**config.mk**
```make
export PLATFORM = sky130hd
export DESIGN_NAME = fadd_pipe
export DESIGN_NICKNAME = d
export VERILOG_FILES = /design/src/rtl/fadd_pipe.sv
export SDC_FILE = /design/constraint.sdc
export NUM_CORES = 1
export LEC_CHECK = 0
export ABC_AREA = 1
export CAP_MARGIN = 20
export CORE_MARGIN = 1
export CORE_UTILIZATION = 60
export CTS_CLUSTER_SIZE = 10
export DETAILED_ROUTE_END_ITERATION = 16
export GPL_ROUTABILITY_DRIVEN = 0
export PLACE_DENSITY = 0.81
export SLEW_MARGIN = 0
export SYNTH_ARGS = -nofsm -noshare
export SYNTH_HDL_FRONTEND = slang
export SYNTH_SLANG_ARGS = --single-unit
```
**constraint.sdc**
```tcl
create_clock -name clk -period 14.1 [get_ports clk]
set_clock_uncertainty 0.05 [all_clocks]
set_input_delay 2.115 -clock clk [delete_from_list [all_inputs] [get_ports clk]]
set_output_delay 2.115 -clock clk [all_outputs]
set_load 0.005 [all_outputs]
```
**src/rtl/fadd_pipe.sv**
```systemverilog
// Pipelined binary32 add/subtract with valid/ready flow control, tag passthrough and exception flags.
// Optional accumulated flag register enabled by defining FADD_PIPE_STICKY_FLAGS_EN.
module fadd_pipe #(
    parameter int LATENCY = 3,
    parameter int TAG_W   = 5
) (
    input  logic             clk,
    input  logic             rst_n,
    input  logic             in_valid,
    output logic             in_ready,
    input  logic             in_sub,
    input  logic [31:0]      input_a,
    input  logic [31:0]      input_b,
    input  logic [TAG_W-1:0] in_tag,
    output logic             out_valid,
    input  logic             out_ready,
    output logic [31:0]      result,
    output logic [TAG_W-1:0] out_tag,
    output logic [2:0]       out_flags
`ifdef FADD_PIPE_STICKY_FLAGS_EN
    ,
    input  logic             flags_clr,
    output logic [2:0]       flags_sticky
`endif
);

    localparam int EXTRA = LATENCY - 3;
    localparam int PW    = TAG_W + 3 + 32;

    // Handshake: a transfer happens on an edge where valid and ready are both high.
    // Any stage holds while the output is valid but not accepted.
    logic stall, adv, accept;
    assign stall    = out_valid & ~out_ready;
    assign adv      = ~stall;
    assign in_ready = ~stall;
    assign accept   = in_valid & in_ready;

    // ---------------- stage 1: decode, order by magnitude, align ----------------
    logic        sa, sb, a_nan, b_nan, a_inf, b_inf, swap;
    logic [7:0]  ea, eb, big_e, sml_e, dexp;
    logic [23:0] ma, mb, big_m, sml_m;
    logic        big_s, sml_s;
    logic [49:0] wide;
    logic [26:0] sml_al;
    logic        spec;
    logic [31:0] spec_res;
    logic [2:0]  spec_flags;

    always_comb begin
        sa    = input_a[31];
        sb    = input_b[31] ^ in_sub;
        ea    = input_a[30:23];
        eb    = input_b[30:23];
        ma    = (ea == 8'd0) ? 24'd0 : {1'b1, input_a[22:0]};
        mb    = (eb == 8'd0) ? 24'd0 : {1'b1, input_b[22:0]};
        a_nan = (ea == 8'hFF) && (input_a[22:0] != 23'd0);
        b_nan = (eb == 8'hFF) && (input_b[22:0] != 23'd0);
        a_inf = (ea == 8'hFF) && (input_a[22:0] == 23'd0);
        b_inf = (eb == 8'hFF) && (input_b[22:0] == 23'd0);
        swap  = {eb, mb} > {ea, ma};
        big_e = swap ? eb : ea;
        big_m = swap ? mb : ma;
        big_s = swap ? sb : sa;
        sml_e = swap ? ea : eb;
        sml_m = swap ? ma : mb;
        sml_s = swap ? sa : sb;
        dexp  = big_e - sml_e;
        wide  = {sml_m, 26'd0} >> dexp;
        // Shifts of 26+ leave nothing above the round bit; only a sticky remains.
        if (dexp >= 8'd26)
            sml_al = {26'd0, |sml_m};
        else
            sml_al = {wide[49:24], |wide[23:0]};
        spec       = 1'b0;
        spec_res   = 32'd0;
        spec_flags = 3'b000;
        if (a_nan || b_nan || (a_inf && b_inf && (sa ^ sb))) begin
            spec       = 1'b1;
            spec_res   = 32'h7FC0_0000;
            spec_flags = 3'b100;
        end else if (a_inf) begin
            spec     = 1'b1;
            spec_res = {sa, 8'hFF, 23'd0};
        end else if (b_inf) begin
            spec     = 1'b1;
            spec_res = {sb, 8'hFF, 23'd0};
        end
    end

    logic             s1_valid, s1_sign, s1_esub, s1_spec;
    logic [7:0]       s1_exp;
    logic [23:0]      s1_ma;
    logic [26:0]      s1_mb;
    logic [31:0]      s1_spec_res;
    logic [2:0]       s1_spec_flags;
    logic [TAG_W-1:0] s1_tag;

    // ---------------- stage 2: add/subtract and normalise ----------------
    logic [27:0]        sum28;
    logic [4:0]         lz;
    logic               found;
    logic [26:0]        norm;
    logic signed [9:0]  nexp;
    logic               nzero, nsign;

    always_comb begin
        if (s1_esub)
            sum28 = {1'b0, s1_ma, 3'b000} - {1'b0, s1_mb};
        else
            sum28 = {1'b0, s1_ma, 3'b000} + {1'b0, s1_mb};
        lz    = 5'd0;
        found = 1'b0;
        for (int i = 26; i >= 0; i--) begin
            if (!found && sum28[i]) begin
                lz    = 5'(26 - i);
                found = 1'b1;
            end
        end
        if (sum28[27]) begin
            norm = {sum28[27:2], sum28[1] | sum28[0]};
            nexp = $signed({2'b00, s1_exp}) + 10'sd1;
        end else begin
            norm = sum28[26:0] << lz;
            nexp = $signed({2'b00, s1_exp}) - $signed({5'd0, lz});
        end
        // Exact cancellation gives +0; like-signed zeros keep their sign.
        nzero = (sum28 == 28'd0);
        nsign = (nzero && s1_esub) ? 1'b0 : s1_sign;
    end

    logic              s2_valid, s2_sign, s2_zero, s2_spec;
    logic signed [9:0] s2_exp;
    logic [26:0]       s2_mant;
    logic [31:0]       s2_spec_res;
    logic [2:0]        s2_spec_flags;
    logic [TAG_W-1:0]  s2_tag;

    // ---------------- stage 3: round to nearest even, range check ----------------
    logic              rup;
    logic [24:0]       m25;
    logic [22:0]       frac;
    logic signed [9:0] rexp;
    logic [31:0]       r3;
    logic [2:0]        f3;

    always_comb begin
        rup  = s2_mant[2] & (s2_mant[1] | s2_mant[0] | s2_mant[3]);
        m25  = {1'b0, s2_mant[26:3]} + {24'd0, rup};
        frac = m25[24] ? m25[23:1] : m25[22:0];
        rexp = s2_exp + (m25[24] ? 10'sd1 : 10'sd0);
        r3   = {s2_sign, rexp[7:0], frac};
        f3   = 3'b000;
        if (s2_spec) begin
            r3 = s2_spec_res;
            f3 = s2_spec_flags;
        end else if (s2_zero) begin
            r3 = {s2_sign, 31'd0};
        end else if (rexp >= 10'sd255) begin
            r3 = {s2_sign, 8'hFF, 23'd0};
            f3 = 3'b010;
        end else if (rexp <= 10'sd0) begin
            r3 = {s2_sign, 31'd0};
            f3 = 3'b001;
        end
    end

    logic [EXTRA:0]  pl_valid;
    logic [PW-1:0]   pl_data [0:EXTRA];

    always_ff @(posedge clk or negedge rst_n) begin
        if (!rst_n) begin
            s1_valid      <= 1'b0;
            s1_sign       <= 1'b0;
            s1_esub       <= 1'b0;
            s1_spec       <= 1'b0;
            s1_exp        <= 8'd0;
            s1_ma         <= 24'd0;
            s1_mb         <= 27'd0;
            s1_spec_res   <= 32'd0;
            s1_spec_flags <= 3'b000;
            s1_tag        <= '0;
            s2_valid      <= 1'b0;
            s2_sign       <= 1'b0;
            s2_zero       <= 1'b0;
            s2_spec       <= 1'b0;
            s2_exp        <= 10'sd0;
            s2_mant       <= 27'd0;
            s2_spec_res   <= 32'd0;
            s2_spec_flags <= 3'b000;
            s2_tag        <= '0;
            pl_valid      <= '0;
            for (int k = 0; k <= EXTRA; k++) pl_data[k] <= '0;
        end else if (adv) begin
            s1_valid      <= accept;
            s1_sign       <= big_s;
            s1_esub       <= big_s ^ sml_s;
            s1_spec       <= spec;
            s1_exp        <= big_e;
            s1_ma         <= big_m;
            s1_mb         <= sml_al;
            s1_spec_res   <= spec_res;
            s1_spec_flags <= spec_flags;
            s1_tag        <= in_tag;
            s2_valid      <= s1_valid;
            s2_sign       <= nsign;
            s2_zero       <= nzero;
            s2_spec       <= s1_spec;
            s2_exp        <= nexp;
            s2_mant       <= norm;
            s2_spec_res   <= s1_spec_res;
            s2_spec_flags <= s1_spec_flags;
            s2_tag        <= s1_tag;
            pl_valid[0]   <= s2_valid;
            pl_data[0]    <= {s2_tag, f3, r3};
            for (int k = 1; k <= EXTRA; k++) begin
                pl_valid[k] <= pl_valid[k-1];
                pl_data[k]  <= pl_data[k-1];
            end
        end
    end

    assign out_valid                   = pl_valid[EXTRA];
    assign {out_tag, out_flags, result} = pl_data[EXTRA];

`ifdef FADD_PIPE_STICKY_FLAGS_EN
    always_ff @(posedge clk or negedge rst_n) begin
        if (!rst_n)
            flags_sticky <= 3'b000;
        else if (flags_clr)
            flags_sticky <= 3'b000;
        else if (out_valid && out_ready)
            flags_sticky <= flags_sticky | out_flags;
    end
`endif

endmodule

```
# Word level (Yosys, flattened, before mapping)
# Cells that the tools add are included.
dict set report word_totals {
  ff_bits 225
  input_bits 74
  out_inout_bits 42
  word_cells 199
}
dict set report classes {
  add_sub_neg 7
  n_lt_le_gt_ge 4
  n_eq_ne 2
  shifts 2
  muxes 82
  bitwise 11
  n_reduce_logical 70
}
# op n
set ops {}
lappend ops {{32-bit 2-to-1 mux} 4}
lappend ops {{5-bit 2-to-1 mux} 25}
lappend ops {{24-bit 2-to-1 mux} 4}
lappend ops {{31-bit 2-to-1 mux} 3}
lappend ops {{27-bit 2-to-1 mux} 2}
lappend ops {{50-bit by 8-bit >> shifter with 50-bit output} 1}
lappend ops {{24-bit OR reduction} 2}
lappend ops {{23-bit logical NOT} 2}
lappend ops {{23-bit nonzero test} 2}
lappend ops {{1-bit 2-to-1 mux} 35}
lappend ops {{1-bit logical AND} 33}
lappend ops {{32-bit > comparator} 1}
lappend ops {{27-bit by 27-bit adder with 28-bit output} 1}
lappend ops {{28-bit logical NOT} 1}
lappend ops {{28-bit 2-to-1 mux} 1}
lappend ops {{27-bit by 27-bit subtractor with 28-bit output} 1}
lappend ops {{27-bit by 5-bit << shifter with 27-bit output} 1}
lappend ops {{1-bit logical NOT} 26}
lappend ops {{24-bit by 1-bit adder with 25-bit output} 1}
lappend ops {{23-bit 2-to-1 mux} 1}
lappend ops {{8-bit equality test (second input constant)} 2}
lappend ops {{8-bit logical NOT} 2}
lappend ops {{8-bit 2-to-1 mux} 2}
lappend ops {{10-bit by 2-bit adder with 10-bit output} 1}
lappend ops {{other kinds (14)} 24}

# Longest topological paths before layout
dict set report depth {
  depth_word 83
  ltp_mapped 42
  mapped_depth_nobuf 42
}

# Worst setup path after synthesis
# No wires, ideal clock.
dict set report synth_timing {
  kind {in2reg}
  startpoint {input input_b[29]}
  endpoint {register s1_mb[3]}
  setup_ns 0.083
  t_arrival_ns 6.363
  required_ns 13.967
  setup_slack_ns 7.604
  cell_stages 32
  n_path_buf 1
  path_cell_list {inv_1 nand4_1 nor2_1 clkinv_1 clkbuf_1 nand2_1 inv_1 ha_1 nand4_1 nor2_1 nand2_1 nand2_1 nand2_1 nand2_2 nand2_2 nand2_1 nand3_1 ha_1 nor2_1 inv_1 or2_2 nand2_2 inv_1 nor2_1 nor3_1 nor2_1 inv_1 nor2_2 clkinv_1 a21oi_1 nand2_1 o21ai_0}
}
dict set report synth_via {
  elab_chain_cells 7
}
# item line_no
set synth_rtl {}
lappend synth_rtl {{start: declaration} 13} ;# input logic [31:0] input_b,
lappend synth_rtl {{8-bit logical NOT} 55} ;# mb = (eb == 8'd0) ? 24'd0 : {1'b1, input_b[22:0]};
lappend synth_rtl {{24-bit 2-to-1 mux} 55}
lappend synth_rtl {{32-bit > comparator} 60} ;# swap = {eb, mb} > {ea, ma};
lappend synth_rtl {{8-bit 2-to-1 mux, on equally long branches} {61, 64}}
lappend synth_rtl {{8-bit subtractor} 67} ;# dexp = big_e - sml_e;
lappend synth_rtl {{50-bit by 8-bit >> shifter with 50-bit output or 8-bit by 5-bit greater-or-equal comparator with 1-bit output (tied branches)} {68, 70}}
lappend synth_rtl {{27-bit 2-to-1 mux (*)} 70} ;# if (dexp >= 8'd26)
lappend synth_rtl {{end signal: assignment} 200} ;# s1_mb <= sml_al;
lappend synth_rtl {{end: declaration} 93} ;# logic [26:0] s1_mb;
# Mark *: on every way between the ends. The rest lies on a longest branch, timed or not.
# A chain may end at the register's enable or synchronous reset.

# Worst setup path after layout
dict set report layout_timing {
  startpoint {input input_a[24]}
  endpoint {register s1_mb[26]}
}
dict set report layout_via {
  elab_chain_cells 7
}
# item line_no
set layout_rtl {}
lappend layout_rtl {{start: declaration} 12} ;# input logic [31:0] input_a,
lappend layout_rtl {{8-bit logical NOT} 54} ;# ma = (ea == 8'd0) ? 24'd0 : {1'b1, input_a[22:0]};
lappend layout_rtl {{24-bit 2-to-1 mux} 54}
lappend layout_rtl {{32-bit > comparator} 60}
lappend layout_rtl {{8-bit 2-to-1 mux, on equally long branches} {61, 64}}
lappend layout_rtl {{8-bit subtractor} 67}
lappend layout_rtl {{50-bit by 8-bit >> shifter with 50-bit output or 8-bit by 5-bit greater-or-equal comparator with 1-bit output (tied branches)} {68, 70}}
lappend layout_rtl {{27-bit 2-to-1 mux (*)} 70}
# Marked as above.

==> impl_metrics.yaml <==
critical_path:
  critical_path_arrival_ns: 8.95
  required_ns: 14.33
  end_kind: "flop"
  crit_top_cell: "nand2_1"
  startpoint_type: "primary input"
  max_stage_delay_ns: 0.68
  cp_slowest_cell: "clkinv_1"
  crit_family: "simple AND/OR/NAND/NOR gates"
  critPathBufInv: 8
  path_max_fanout: 99
  critical_path_class: "primary input to flop"
sta:
  tns_ns: 0
  hold_ws_ns: 0.419
  setup_viol: 0
  relSlewSlack_pct: 33.0
  period_needed_ns: 8.72
  fmaxAchievable_ghz: 0.115
  min_period_over_period_pct: 61.8
  rsz0062_at_grt: "no"
  finalHoldViolCount: 0
  worst_slew_pin_slew_ns: 1.01
  drv_slew: 0
placed_design:
  port_buffers: 115
  dp_cells: 3005
  dp_hpwl_mm: 38.9
die:
  die_area_um2: 27800
  core-area_um2: 26400
  ios: 116
  die_h_um: 167
  start_util_pct: 61.9
  fp.dieW_um: 167
  rows: 59
synth:
  synth-seq-area-share_pct: 24.4
  syn_area_per_cell_um2: 6.13
  syn_nets: 2827
  synth_area_um2: 16300
  synth-edff-count: 0
  yosys_warnings: 0
  async_flop_share_pct: 100
  synthDistinctLibCells: 59
  synth-seq-cells: 159
  synthFlopType: "dfrtp_1"
  synthCells: 2659
finish:
  multiInputGateArea_um2: 10700
  seqCellArea_um2: 3980
  layout.nets: 2857
  drive_gt1_share_pct: 4.07
  insertedDiodeCount: 0
  final_cells: 3037
  area_growth_pct: 11.0
  nFillCells: 2363
run:
  maxCapViolCount: 0
pwr:
  power.density_nw_per_um2: 192
  irDropWorstVdd_uv: 115
  p_leak_nw: 9.17
routing:
  drt-total-wl_mm: 50.9
  vias: 18700
  firstDrtPassIters: 6
  vias_per_cell: 6.14
  ant_nets: 0
  drc: 0
  post_drt_wl_per_cell_um: 16.8
  initialDrtViolationCount: 2593
grt:
  grtUsageTotal_pct: 36.6
  antenna_found_initial: 0
  grt_start_max_net_pins: 100
  grt_pass1_vias: 16900
  grt_overflow: 0
  grt_first_pass_wirelength_mm: 83.7
clock_network:
  cts.clk_slew.worst_paths_ns: 0.09
  cts_tree: "done"
  post_cts_buffers: 0
  htreeDepth: 4
  cts_resized: 0
  cts_hold_buf: 0
  cts.sinks: 159
  cts_buffers: 17
  root_buffer: "clkbuf_16"
  clock_latency_ns: 0.44
  ctsLongestPathBuffers: 2
hold_path:
  hold_path.class: "flop to flop"
outcome:
  status: "finished clean"
[cell usage after synthesis, types with 4 or more instances]
cell        n  share of area (%)
o21ai_0   173                5.3
o22ai_1    16               0.61
a21oi_1   121                3.7
inv_1     277                6.4
nor4_1     17               0.65
nor2_2     10               0.38
nand4_1   109                4.2
inv_2      11               0.25
buf_6       4               0.28
and2_1      6               0.23
nor3_1     26               0.80
buf_2      29               0.89
nor2_1    204                4.7
o211ai_1    9               0.41
a21o_1      5               0.23
clkinv_1    8               0.18
xnor2_1     4               0.21
nand2_1   812                 19
a31oi_1     7               0.27
or2_2       7               0.27
nand3_2     5               0.31
buf_1      15               0.35
buf_4       6               0.28
o21bai_1    5               0.23
o21ai_1    16               0.49
nand3_1   316                9.7
nand2_2    11               0.42
a32o_1      9               0.55
clkbuf_1   63                1.5
o221ai_1    7               0.38
dfrtp_1   159                 24
ha_1       92                7.1
xor2_1     42                2.3
a22oi_1    15               0.69
[cells by family (layout without fill, tap and decap cells)]
group,count (synthesis),after routing,synth area share (%)
buf+inv,414,457,10.1
mux,1,1,0.0614
compound gates,405,405,14.0
xor+xnor,46,46,2.47
simple gates,1540,1540,41.7
fa+ha+maj,94,94,7.30
flops,159,159,24.4
[where the power goes]
group	switching (W)	total (W)	internal, W
Sequential	0.000139	0.000757	0.000618
Clock	0.000246	0.000493	0.000248
Combinational	0.00149	0.00222	0.000730
[worst paths after layout]
path	end	depth (start not counted)	slack (ns)	from
worst max-delay path	s1_mb[26]$_DFFE_PN0N_	29	5.38	input_a[24]
worst min-delay path	s2_spec_res[31]$_DFFE_PN0N_	2	0.42	s1_spec_res[31]$_DFFE_PN0N_
worst max register to register	s2_exp[8]$_DFFE_PN0N_	27	7.11	s1_mb[5]$_DFFE_PN0N_
worst min register to register	s2_spec_res[31]$_DFFE_PN0N_	2	0.42	s1_spec_res[31]$_DFFE_PN0N_
max in group asynchronous	s2_mant[8]$_DFFE_PN0N_	2	10.91	rst_n
min in group asynchronous	s1_ma[21]$_DFFE_PN0N_	1	1.64	rst_n
[flip-flops by register name, indices dropped and copies added (netlist names), 5 cells and up]
signal,cells
s2_tag,5
s1_exp,8
s1_tag,5
s2_exp,10
s2_mant,27
pl_data,40
s1_mb,27
s1_ma,24
[through the flow]
step                      setup slack, ns  utilization, %  area [µm²]  total power (W)
final                                5.38            68.7       18100          0.00347
after global routing                 4.55            68.7       18100          0.00374
after CTS                            5.58            68.7       18100          0.00339
after detailed placement             5.17            66.2       17500          0.00289
after global placement               5.46            66.2       17500          0.00284
after floorplan                      7.60               -       16300          0.00229
[layout make-up]
type,count,share of cell area [%]
multi-input combinational,2086,59.1
sequential,159,22.0
timing repair buffer,128,6.91
inverter,297,6.18
clock buffer,17,2.35
tap,335,2.32
clock inverter,15,1.18
[layer usage]
layer,global-route usage [%],vias to the layer above,wire length [µm]
li1,-,8908,-
met1,49.6,8532,21300
met2,58.7,1048,22800
met3,5.61,164,4900
met4,14.1,0,1920
met5,0,-,0
[layout by cell type, fill, tap and decap left out, types with 8 or more instances in the layout]
| master | netlist | routed |
|---|---|---|
| a21oi_1 | 121 | 121 |
| a22oi_1 | 15 | 15 |
| a32o_1 | 9 | 9 |
| buf_4 | 6 | 13 |
| clkbuf_16 | 0 | 17 |
| clkdlybuf4s50_1 | 0 | 114 |
| clkinv_1 | 8 | 8 |
| dfrtp_1 | 159 | 159 |
| ha_1 | 92 | 92 |
| inv_1 | 277 | 276 |
| inv_2 | 11 | 11 |
| nand2_1 | 812 | 812 |
| nand2_2 | 11 | 11 |
| nand3_1 | 316 | 316 |
| nand4_1 | 109 | 109 |
| nor2_1 | 204 | 203 |
| nor2_2 | 10 | 10 |
| nor3_1 | 26 | 26 |
| nor4_1 | 17 | 17 |
| o211ai_1 | 9 | 9 |
| o21ai_0 | 173 | 173 |
| o21ai_1 | 16 | 16 |
| o22ai_1 | 16 | 16 |
| xor2_1 | 42 | 42 |
[worst reg2reg max path, cell delays in order (launching register included)]
cell	delay, ns
dfrtp_1	0.37
inv_1	0.09
ha_1	0.41
nor2_1	0.18
nand2_1	0.09
nand2_1	0.20
nand2_1	0.09
nand2_1	0.13
a31oi_1	0.10
o21ai_1	0.16
xor2_1	0.59
nand2_1	0.18
nor2_2	0.30
nand2_1	0.11
nor2_1	0.15
o41ai_1	0.13
nand2_1	0.62
clkinv_1	0.94
ha_1	0.67
nand2_1	0.11
nand2_1	0.05
a21oi_1	0.18
nor2_1	0.08
nor3_1	0.16
nand2_1	0.11
nor4_1	0.44
a21oi_1	0.09
o21ai_0	0.11
Note: power is estimated with default switching activity, not from simulation.
